### src/rtl/flaf_output_mac_if.sv
// FLAF output MAC bus: start/busy control, weight-bank read port,
// and the filter output toward the error stage.
interface flaf_output_mac_if #(
  parameter int WIDTH  = 16,
  parameter int ADDR_W = 3
);
  logic              start;
  logic              busy;
  logic              w_rd_en;
  logic [ADDR_W-1:0] w_addr;
  logic [WIDTH-1:0]  w_data;
  logic [WIDTH-1:0]  x_data;
  logic [WIDTH-1:0]  y_out;
  logic              y_valid;

  modport master (
    input  start, w_data, x_data,
    output busy, w_rd_en, w_addr, y_out, y_valid
  );

  modport slave (
    output start, w_data, x_data,
    input  busy, w_rd_en, w_addr, y_out, y_valid
  );
endinterface

### src/rtl/flaf_output_mac.sv
// FLAF weight-bank read side: y = sat(sum w[k]*x[k]) in signed
// fixed point, one sample per start request.
module flaf_output_mac #(
  parameter int WIDTH  = 16,
  parameter int FRAC   = 12,
  parameter int NTAPS  = 8,
  parameter int ADDR_W = 3
) (
  input logic                clk,
  input logic                reset,
  flaf_output_mac_if.master  bus
);
  localparam int ACC_W = 2*WIDTH - FRAC + $clog2(NTAPS);
  localparam int PW    = 2*WIDTH;

  localparam logic [1:0] IDLE  = 2'd0;
  localparam logic [1:0] RUN   = 2'd1;
  localparam logic [1:0] DRAIN = 2'd2;
  localparam logic [1:0] OUT   = 2'd3;

  localparam logic [ADDR_W-1:0] LAST = ADDR_W'(NTAPS-1);

  localparam logic signed [ACC_W-1:0] MAXV =
    {{(ACC_W-WIDTH+1){1'b0}}, {(WIDTH-1){1'b1}}};
  localparam logic signed [ACC_W-1:0] MINV =
    {{(ACC_W-WIDTH+1){1'b1}}, {(WIDTH-1){1'b0}}};

  logic [1:0]              state;
  logic                    drain_d;
  logic                    rd_d;
  logic                    prod_v;
  logic signed [PW-1:0]    prod;
  logic signed [PW-1:0]    prod_sh;
  logic signed [ACC_W-1:0] acc;
  logic [WIDTH-1:0]        y_sat;

  // Floor toward -inf; the shifted product always fits the accumulator.
  assign prod_sh = prod >>> FRAC;

  always_comb begin
    y_sat = acc[WIDTH-1:0];
    if (acc > MAXV)
      y_sat = MAXV[WIDTH-1:0];
    else if (acc < MINV)
      y_sat = MINV[WIDTH-1:0];
  end

  always_ff @(posedge clk or negedge reset) begin
    if (!reset) begin
      state       <= IDLE;
      drain_d     <= 1'b0;
      rd_d        <= 1'b0;
      prod_v      <= 1'b0;
      prod        <= '0;
      acc         <= '0;
      bus.busy    <= 1'b0;
      bus.w_rd_en <= 1'b0;
      bus.w_addr  <= '0;
      bus.y_out   <= '0;
      bus.y_valid <= 1'b0;
    end else begin
      bus.y_valid <= 1'b0;
      rd_d        <= bus.w_rd_en;
      prod_v      <= rd_d;
      if (rd_d)
        prod <= $signed(bus.w_data) * $signed(bus.x_data);
      if (prod_v)
        acc <= acc + $signed(prod_sh[ACC_W-1:0]);
      unique case (state)
        IDLE: begin
          bus.busy <= bus.start;
          if (bus.start) begin
            state       <= RUN;
            bus.w_rd_en <= 1'b1;
            bus.w_addr  <= '0;
            acc         <= '0;
          end
        end
        RUN: begin
          if (bus.w_addr == LAST) begin
            bus.w_rd_en <= 1'b0;
            drain_d     <= 1'b0;
            state       <= DRAIN;
          end else begin
            bus.w_addr <= bus.w_addr + 1'b1;
          end
        end
        // Two cycles: last read data arrives, then its product lands.
        DRAIN: begin
          if (drain_d)
            state <= OUT;
          else
            drain_d <= 1'b1;
        end
        OUT: begin
          bus.y_out   <= y_sat;
          bus.y_valid <= 1'b1;
          state       <= IDLE;
        end
        default: state <= IDLE;
      endcase
    end
  end
endmodule

### src/flat_wrapper.sv
// flat-port wrapper written by rule: the top's interface ports become plain ports
module flaf_output_mac_flat 
#(
  parameter int WIDTH  = 16,
  parameter int FRAC   = 12,
  parameter int NTAPS  = 8,
  parameter int ADDR_W = 3
)
  (clk, reset, bus_start, bus_w_data, bus_x_data, bus_busy, bus_w_rd_en, bus_w_addr, bus_y_out, bus_y_valid);
  flaf_output_mac_if #(.WIDTH(WIDTH), .ADDR_W(ADDR_W)) bus_i ();
  input logic clk;
  input logic reset;
  input wire logic [$bits(bus_i.start)-1:0] bus_start;
  input wire logic [$bits(bus_i.w_data)-1:0] bus_w_data;
  input wire logic [$bits(bus_i.x_data)-1:0] bus_x_data;
  output wire logic [$bits(bus_i.busy)-1:0] bus_busy;
  output wire logic [$bits(bus_i.w_rd_en)-1:0] bus_w_rd_en;
  output wire logic [$bits(bus_i.w_addr)-1:0] bus_w_addr;
  output wire logic [$bits(bus_i.y_out)-1:0] bus_y_out;
  output wire logic [$bits(bus_i.y_valid)-1:0] bus_y_valid;
  assign bus_i.start = bus_start;
  assign bus_i.w_data = bus_w_data;
  assign bus_i.x_data = bus_x_data;
  assign bus_busy = bus_i.busy;
  assign bus_w_rd_en = bus_i.w_rd_en;
  assign bus_w_addr = bus_i.w_addr;
  assign bus_y_out = bus_i.y_out;
  assign bus_y_valid = bus_i.y_valid;
  flaf_output_mac #(.WIDTH(WIDTH), .FRAC(FRAC), .NTAPS(NTAPS), .ADDR_W(ADDR_W)) u_core (.clk(clk), .reset(reset), .bus(bus_i));
endmodule
### config.mk
export PLATFORM = sky130hd
export DESIGN_NAME = flaf_output_mac_flat
export DESIGN_NICKNAME = d
export VERILOG_FILES = /design/src/rtl/flaf_output_mac_if.sv /design/src/rtl/flaf_output_mac.sv /design/src/flat_wrapper.sv
export SDC_FILE = /design/constraint.sdc
export NUM_CORES = 1
export LEC_CHECK = 0
export ABC_AREA = 0
export CAP_MARGIN = 30
export CORE_MARGIN = 2
export CORE_UTILIZATION = 57
export DETAILED_ROUTE_END_ITERATION = 7
export PLACE_DENSITY = 0.87
export SLEW_MARGIN = 30
export SYNTH_ARGS = -nofsm -noshare
export SYNTH_HDL_FRONTEND = slang
export SYNTH_SLANG_ARGS = --single-unit
### constraint.sdc
create_clock -name clk -period 3.7 [get_ports clk]
set_input_delay 0.555 -clock clk [delete_from_list [all_inputs] [get_ports clk]]
set_output_delay 0.555 -clock clk [all_outputs]
set_load 0.005 [all_outputs]
==> results of run 1 <==
metrics by stage:
step	worst slack (ns)	area, um2
6_report	-2.83	17200
5_1_grt	-2.83	17200
4_1_cts	-2.15	16800
3_5_place_dp	-3.02	15700
3_3_place_gp	-2.80	15700
2_1_floorplan	-2.11	13800
kinds of logic (layout without fill, tap and decap cells):
| logic type | after synthesis | count (layout) | share of synthesized area, % |
|---|---|---|---|
| adders and majority gates | 369 | 369 | 48.9 |
| DFF | 70 | 70 | 13.0 |
| other | 0 | 1 | 0 |
| xor gates and xnor gates | 46 | 46 | 2.99 |
| and+or+nand+nor | 387 | 387 | 14.1 |
| buffers and inverters | 384 | 651 | 10.7 |
| muxes | 34 | 34 | 2.72 |
| AOI/OAI and AO/OA | 156 | 156 | 7.47 |
cells in the final DEF (no fill, tap or decap), types with 29 or more instances in the layout:
master / n
nor2_1: 63
a21oi_1: 29
fa_1: 228
inv_2: 38
nand2_1: 122
dfrtp_1: 69
fa_2: 34
xnor2_1: 30
inv_1: 299
buf_4: 181
ha_1: 88
buf_6: 60
and2_1: 97
worst paths after layout:
kind                                    startpoint                   end  slack [ns]  cells after the start
worst max-delay path                bus_x_data[15]       u_core.prod[30]       -2.83                     20
worst min-delay path                         reset  u_core.bus.w_addr[0]        0.04                      1
worst max register to register       u_core.acc[0]        u_core.acc[16]        0.32                     11
worst min register to register  u_core.bus.w_rd_en           u_core.rd_d        0.49                      0
max in group asynchronous                    reset           u_core.rd_d        2.90                      2
min in group clk                u_core.bus.w_rd_en           u_core.rd_d        0.49                      0
registers in the layout, indices dropped and copies added (netlist names):
name,cells
u_core.acc,23
u_core.rd_d,1
u_core.drain_d,1
u_core.state,2
u_core.prod,20
u_core.bus.busy,1
u_core.bus.w_rd_en,1
u_core.bus.w_addr,3
u_core.bus.y_out,16
u_core.bus.y_valid,1
u_core.prod_v,1
metal layers:
| layer | vias up | part of all wire, % | track usage (%) |
|---|---|---|---|
| met2 | 1070 | 46 | 61.2 |
| met3 | 528 | 12 | 7.09 |
| met5 | - | 0 | 0 |
| li1 | 4927 | - | - |
| met4 | 0 | 12 | 24.7 |
| met1 | 6028 | 30 | 36.7 |
worst register-to-register path: cells and delay by family (launching register included):
kind	cells	cell delay, ns
flops	1	0.41
simple gates	2	0.23
compound gates	7	1.90
fa+ha+maj	2	0.70
layout make-up:
class | count | area (um2)
multi-input cells | 992 | 10900
fillers | 1303 | 6090
repair buffers | 298 | 2590
flip-flops and latches | 70 | 1750
inverters | 337 | 1260
well taps | 319 | 399
clock buffers | 11 | 243
clock inverters | 5 | 58.8
diodes | 1 | 2.50
what timing repair did:
item | 4_1_cts | 5_1_grt
gates cloned | 6 | 0
setup buffers | 55 | 21
pin swaps | 87 | 88
endpoints found under the setup margin | 20 | 20
resized for setup | 202 | 127
==> flow_metrics.env, run 1 <==
export IMPL_grt_ovfl_total=0
export IMPL_yosys_cell_count_top_type="inv_1"
export IMPL_syn_avg_cell_area_um2=9.31
export IMPL_path_buf_inv=6
export IMPL_status="finished, violations left"
export IMPL_ys_types=59
export IMPL_hold_slack_ns=0.0422
export IMPL_path_clk_slew_ns=0.06
export IMPL_maxSlewHeadroom_pct=51.4
export IMPL_hold_viol=0
export IMPL_nets=2112
export IMPL_drtIter0Drc=1478
export IMPL_fin_ws_ns=-2.83
export IMPL_syn2layout_area_growth_pct=28.2
export IMPL_clk_path_buf_depth=2
export IMPL_hold_class="in2async"
export IMPL_grt_pass1_vias=13400
export IMPL_setup_viol=20
export IMPL_ios=57
export IMPL_final_cells=2033
export IMPL_postSynthCellCount=1446
export IMPL_root_buffer="clkbuf_16"
export IMPL_slowest_delay_ns=0.62
export IMPL_crit_fanout=7
export IMPL_yosys_most_used_dff="dfrtp_1"
export IMPL_antenna_found_initial=1
export IMPL_slowest_stage="fa_1"
export IMPL_synth_top_cell_area_share_pct=39.0
export IMPL_synth_largest_area_cell="fa_1"
export IMPL_cap_violations=0
export IMPL_place_inst=1937
export IMPL_ys_seq_elements=70
export IMPL_fin_crit_sh_pct=176
export IMPL_chipHeight_um=158
export IMPL_grt_max_degree=38
export IMPL_cpMostUsedCell="fa_1"
export IMPL_drtPass1Iterations=8
export IMPL_yosysSeqAreaShare_pct=13.0
export IMPL_cts_made_buffers=9
export IMPL_gp_congestion=0.938
export IMPL_drc=3
export IMPL_synth_edf_count=0
export IMPL_synthArstFlopShare_pct=100
export IMPL_start_util_pct=57.7
export IMPL_slew_violations=0
export IMPL_vias=12600
export IMPL_fp_row_count=56
export IMPL_critPathLaunchType="input port"
export IMPL_grt_pass1_wl_um=66000
export IMPL_htreeDepth=3
export IMPL_chipWidth_um=158
export IMPL_yosys_warnings=0
export IMPL_worstMarginPinSlew_ns=0.729
export IMPL_routedWlPerCell_um=24.4
export IMPL_crit_path_end_kind="flip-flop"
export IMPL_violations="DRC, setup timing"
export IMPL_netlist_area_um2=13500
export IMPL_coreArea_um2=23300
export IMPL_timing_critical_path_required_ns=3.87
export IMPL_skew_ns=0.0109
export IMPL_grtUsageTotal_pct=34.6
export IMPL_cts_hold_buffers_added=0
export IMPL_cts_tree="done"
export IMPL_drive_above_1_share_pct=28.0
export IMPL_fin_setup_tns_ns=-48.84
export IMPL_fmax_ghz=0.153
export IMPL_insertion_delay_ns=0.35
export IMPL_fin_crit_ns=6.53
export IMPL_ys_top_cells_by_count="inv_1 (337), fa_1 (262), nand2_1 (143)"
export IMPL_wl_um=49600
export IMPL_synth_fp_nets=1850
export IMPL_critPathKind="in2reg"
export IMPL_path_delay_family="adder cells"
export IMPL_viasPerCell=6.17
export IMPL_antenna_left=0
export IMPL_cp_cell_sequence="dlygate4sd2_1, inv_2, nor2_2, fa_1, fa_1, fa_1, fa_1, fa_1, inv_1, fa_1, inv_1, ha_4, buf_4, nand4_1, a211oi_2, o21a_4, o211ai_2, buf_4, o211ai_1, o22ai_1"
export IMPL_utilization_pct=73.9
export IMPL_cts_sinks=70
export IMPL_crit_arrival_ns=6.70
export IMPL_port_buffers=56
export IMPL_hpwl_um=27300
export IMPL_rsz0062_at_grt="yes"
export IMPL_synth_area_top_cells="fa_1 (39%), dfrtp_1 (13%), ha_1 (9.9%)"
export IMPL_fp_dieArea_um2=24900
Power of run 1 is left out: the tool's default activity adds up to more than one toggle a clock period on the data nets, which glitch-free logic cannot reach.
==> run 2, diff against run 1 <==
--- a/config.mk
+++ b/config.mk
@@ -10,7 +10,7 @@
 export CORE_MARGIN = 2
 export CORE_UTILIZATION = 57
 export DETAILED_ROUTE_END_ITERATION = 7
-export PLACE_DENSITY = 0.87
+export PLACE_DENSITY = 0.9
 export SLEW_MARGIN = 30
 export SYNTH_ARGS = -nofsm -noshare
 export SYNTH_HDL_FRONTEND = slang
==> constraint.sdc (replaced) <==
create_clock -name clk -period 5.3 [get_ports clk]
set_input_delay 0.795 -clock clk [delete_from_list [all_inputs] [get_ports clk]]
set_output_delay 0.795 -clock clk [all_outputs]
set_load 0.005 [all_outputs]
==> flow_metrics.env, run 2 (synthesized netlist as in run 1, its figures left out) <==
export IMPL_slowest_delay_ns=0.77
export IMPL_chipWidth_um=158
export IMPL_largest_register="u_core.acc"
export IMPL_fin_ws_ns=-1.37
export IMPL_path_depth=23
export IMPL_slowest_stage="fa_1"
export IMPL_maxSlewHeadroom_pct=36.8
export IMPL_cp_cell_sequence="buf_2, buf_4, nand2_1, fa_1, inv_1, fa_2, inv_1, fa_1, inv_2, fa_1, fa_1, fa_1, ha_4, and4_1, o21ai_2, or4b_4, nand2_4, o21a_4, o211ai_4, buf_4, o21ai_2, xnor2_1, a21oi_1"
export IMPL_slew_violations=0
export IMPL_reg_top3="u_core.acc (23), u_core.prod (20), u_core.bus.y_out (16)"
export IMPL_final_common_cell="inv_1"
export IMPL_worstRegToRegCells=12
export IMPL_hold_depth=0
export IMPL_insertion_delay_ns=0.34
export IMPL_rsz0062_at_grt="yes"
export IMPL_drc=25
export IMPL_cap_violations=0
export IMPL_crit_arrival_ns=6.85
export IMPL_crit_path_end_kind="flip-flop"
export IMPL_violations="DRC, setup timing"
export IMPL_fill_cells=1339
export IMPL_setup_viol=20
export IMPL_cts_tree="done"
export IMPL_layout_common_cells="inv_1 (293), fa_1 (231), buf_4 (157)"
export IMPL_fp_dieArea_um2=24900
export IMPL_gp_congestion=0.912
export IMPL_worstMarginPinSlew_ns=0.948
export IMPL_vias=12500
export IMPL_chipHeight_um=158
export IMPL_port_buffers=56
export IMPL_viasPerCell=6.21
export IMPL_cts_sinks=70
export IMPL_antenna_found_initial=4
export IMPL_skew_ns=0.00783
export IMPL_htreeDepth=3
export IMPL_root_buffer="clkbuf_16"
export IMPL_drtPass1Iterations=8
export IMPL_fp_row_count=56
export IMPL_cpMostUsedCell="fa_1"
export IMPL_routedWlPerCell_um=23.4
export IMPL_critPathKind="in2reg"
export IMPL_wl_um=47000
export IMPL_drive_above_1_share_pct=26.3
export IMPL_hold_class="reg2reg"
export IMPL_ios=57
export IMPL_crit_fanout=7
export IMPL_hpwl_um=27700
export IMPL_grt_pass1_vias=13900
export IMPL_status="finished, violations left"
export IMPL_clk_path_buf_depth=2
export IMPL_nets=2086
export IMPL_syn2layout_area_growth_pct=27.3
export IMPL_hold_viol=0
export IMPL_grtUsageTotal_pct=37.6
export IMPL_grt_ovfl_total=0
export IMPL_start_util_pct=57.7
export IMPL_path_delay_family="adder cells"
export IMPL_critPathLaunchType="input port"
export IMPL_antenna_left=0
export IMPL_fin_crit_sh_pct=126
export IMPL_fin_crit_ns=6.67
export IMPL_place_ws_ns=-1.85
export IMPL_cts_made_buffers=9
export IMPL_path_clk_slew_ns=0.06
export IMPL_drtIter0Drc=1605
export IMPL_coreArea_um2=23300
export IMPL_timing_critical_path_required_ns=5.48
export IMPL_cts_hold_buffers_added=0
export IMPL_grt_max_degree=71
export IMPL_path_buf_inv=6
export IMPL_largest_reg_flops=23
export IMPL_fmax_ghz=0.150
export IMPL_grt_pass1_wl_um=70100
[run 2: cell types whose count changed in the layout (fill, tap and decap cells not counted), sizes merged]
cell           previous run  this run
bufbuf                    0         2
buf                     261       232
clkinvlp                  2         1
diode                     1         3
clkinv                    2         1
bufinv                    1         2
clkbuf                   17        19
clkdlybuf4s15             3         2
inv                     337       336
dlymetal6s2s              0         1
dlygate4sd2               4         5
[run 2: worst paths after layout]
check	endpoint	from	slack, ns
min in group asynchronous	u_core.bus.w_addr[1]	reset	0.49
max	u_core.prod[31]	bus_w_data[5]	-1.37
min reg2reg	u_core.rd_d	u_core.bus.w_rd_en	0.46
max reg2reg	u_core.acc[18]	u_core.acc[0]	2.17
max in group asynchronous	u_core.prod[22]	reset	4.24
min	u_core.rd_d	u_core.bus.w_rd_en	0.46
[run 2: worst register-to-register path, stage by stage (launching register included)]
cell and delay (ns):
dfrtp_1 0.40, ha_1 0.26, fa_1 0.45, a211oi_1 0.44
o211ai_1 0.21, nand3_1 0.13, a311oi_1 0.11, or3_1 0.36
a21oi_1 0.20, xor2_1 0.17, nor2_1 0.05, a21oi_1 0.12
nor2_1 0.05
[run 2: routing by layer]
metal	vias up	part of all wire (%)	routed length, um	global-route usage [%]
li1	4869	-	-	-
met4	2	12	5600	33.0
met3	536	11	5250	15.0
met2	1083	47	22100	62.5
met1	5986	30	14000	35.9
met5	-	0.094	44	0
[run 2: final cells by class]
cell class | count | area [um2] | area share, %
Antenna cell | 3 | 7.51 | 0.0438
Tap cell | 319 | 399 | 2.33
Clock inverter | 3 | 65.1 | 0.380
Inverter | 337 | 1270 | 7.42
Multi-Input combinational cell | 992 | 10900 | 63.6
Sequential cell | 70 | 1750 | 10.2
Timing Repair Buffer | 272 | 2470 | 14.4
Clock buffer | 13 | 270 | 1.58
[run 2: timing repair]
action,4_1_cts,5_1_grt
setup buffers,37,21
setup endpoints to repair,20,20
pin swaps,65,68
resized for setup,201,99
cloned,10,1
endpoints found under the hold margin,0,0
[run 2: metrics by stage]
stage	utilization [%]	setup TNS, ns	cells	cell area (um2)	hold WS [ns]
after floorplan	-	-10.90	1446	13800	0.414
after global placement	67.2	-26.49	1926	15700	0.440
after detailed placement	67.2	-29.32	1926	15700	0.437
after CTS	71.8	-13.38	1987	16700	0.458
after global routing	73.4	-27.53	2006	17100	0.469
final	73.4	-23.51	2009	17100	0.457
Power of run 2 is left out for the same reason.
==> run 3, diff against run 2 <==
--- a/config.mk
+++ b/config.mk
@@ -11,6 +11,7 @@
 export CORE_UTILIZATION = 57
 export DETAILED_ROUTE_END_ITERATION = 7
 export PLACE_DENSITY = 0.9
+export SETUP_SLACK_MARGIN = 0.4
 export SLEW_MARGIN = 30
 export SYNTH_ARGS = -nofsm -noshare
 export SYNTH_HDL_FRONTEND = slang
==> flow_metrics.env, run 3 (synthesized netlist as in run 1, its figures left out) <==
export IMPL_root_buffer="clkbuf_16"
export IMPL_drive_above_1_share_pct=23.2
export IMPL_fin_ws_ns=-1.14
export IMPL_hold_viol=0
export IMPL_cap_violations=0
export IMPL_drtPass1Iterations=8
export IMPL_hpwl_um=27700
export IMPL_crit_arrival_ns=6.66
export IMPL_violations="DRC, setup timing"
export IMPL_grt_pass1_wl_um=68400
export IMPL_fin_crit_sh_pct=121
export IMPL_gp_congestion=0.912
export IMPL_cts_sinks=70
export IMPL_rsz0062_at_grt="yes"
export IMPL_syn2layout_area_growth_pct=25.4
export IMPL_cts_tree="done"
export IMPL_layout_common_cells="inv_1 (312), fa_1 (239), buf_4 (158)"
export IMPL_fp_dieArea_um2=24900
export IMPL_routedWlPerCell_um=22.4
export IMPL_worstMarginPinSlew_ns=0.950
export IMPL_critPathLaunchType="input port"
export IMPL_hold_slack_ns=0.439
export IMPL_ios=57
export IMPL_hold_class="in2async"
export IMPL_wl_um=44600
export IMPL_slew_violations=0
export IMPL_grt_ovfl_total=0
export IMPL_grtUsageMet3_pct=11.3
export IMPL_chipWidth_um=158
export IMPL_port_buffers=56
export IMPL_crit_path_end_kind="flip-flop"
export IMPL_cts_hold_buffers_added=0
export IMPL_path_clk_slew_ns=0.06
export IMPL_largest_register="u_core.acc"
export IMPL_antenna_left=0
export IMPL_antenna_cells=0
export IMPL_largest_reg_flops=23
export IMPL_grt_max_degree=71
export IMPL_start_util_pct=57.7
export IMPL_critPathKind="in2reg"
export IMPL_grt_busiest_layer="met2"
export IMPL_maxSlewHeadroom_pct=36.7
export IMPL_reg_top3="u_core.acc (23), u_core.prod (20), u_core.bus.y_out (16)"
export IMPL_crit_fanout=8
export IMPL_fmax_ghz=0.155
export IMPL_timing_critical_path_required_ns=5.52
export IMPL_insertion_delay_ns=0.34
export IMPL_clk_path_buf_depth=2
export IMPL_grt_pass1_vias=13600
export IMPL_setup_viol=20
export IMPL_nets=2072
export IMPL_grt_use_met2_pct=61.3
export IMPL_coreArea_um2=23300
export IMPL_place_ws_ns=-1.85
export IMPL_drtIter0Drc=1391
export IMPL_grtUsageTotal_pct=36.3
export IMPL_fp_row_count=56
export IMPL_cts_made_buffers=9
export IMPL_htreeDepth=3
export IMPL_chipHeight_um=158
export IMPL_fin_crit_ns=6.44
export IMPL_viasPerCell=6.09
export IMPL_drc=42
export IMPL_vias=12100
export IMPL_antenna_found_initial=0
export IMPL_final_common_cell="inv_1"
export IMPL_grtUsageMet1_pct=37.3
export IMPL_skew_ns=0.00703
export IMPL_status="finished, violations left"
## run 3: final timing paths
path	startpoint	end	slack, ns	cells after the start
max in group asynchronous	reset	u_core.acc[17]	4.31	3
worst min-delay path	reset	u_core.bus.w_addr[2]	0.44	2
worst max-delay path	bus_w_data[8]	u_core.prod[25]	-1.14	23
worst max register to register	u_core.acc[0]	u_core.acc[16]	2.03	11
min in group clk	u_core.bus.w_rd_en	u_core.rd_d	0.46	0
worst min register to register	u_core.bus.w_rd_en	u_core.rd_d	0.46	0
## run 3: metal layers
layer | share of wire (%) | routed length (um) | up-vias
li1 | - | - | 4837
met1 | 30 | 13600 | 5815
met2 | 49 | 21600 | 1025
met3 | 10 | 4590 | 463
met4 | 11 | 4790 | 0
met5 | 0 | 0 | -
## run 3: worst max-delay path, cell delays in order
cell	delay (ns)
clkbuf_2	0.12
buf_6	0.16
buf_4	0.14
buf_12	0.11
nand2_1	0.08
fa_1	0.51
fa_1	0.78
fa_1	0.53
fa_2	0.39
inv_1	0.10
fa_1	0.44
fa_1	0.53
ha_4	0.31
buf_6	0.11
nand3_2	0.08
buf_4	0.15
nor3_2	0.15
a21o_1	0.19
nand4_1	0.16
and3_4	0.20
nor3_4	0.20
xor2_1	0.11
mux2_2	0.28
## run 3: area by class of cell
cell class | count | area (um2)
Multi-Input combinational cell | 992 | 10800
Fill cell | 1387 | 6460
Timing Repair Buffer | 258 | 2280
Sequential cell | 70 | 1750
Inverter | 337 | 1260
Tap cell | 319 | 399
Clock buffer | 13 | 270
Clock inverter | 3 | 65.1
## run 3: what timing repair did
item	4_1_cts	5_1_grt
pin swaps	56	24
resized for setup	163	69
cloned	10	1
setup endpoints to repair	20	20
setup buffers	33	5
## run 3: stage by stage
stage,cell area [um2],cells,TNS [ns],util (%)
after floorplan,13800,1446,-10.90,-
after global placement,15700,1926,-26.49,67.2
after detailed placement,15700,1926,-29.32,67.2
after CTS,16600,1985,-13.57,71.3
after global routing,16900,1992,-20.34,72.3
final,16900,1992,-17.34,72.3
Power of run 3 is left out for the same reason.
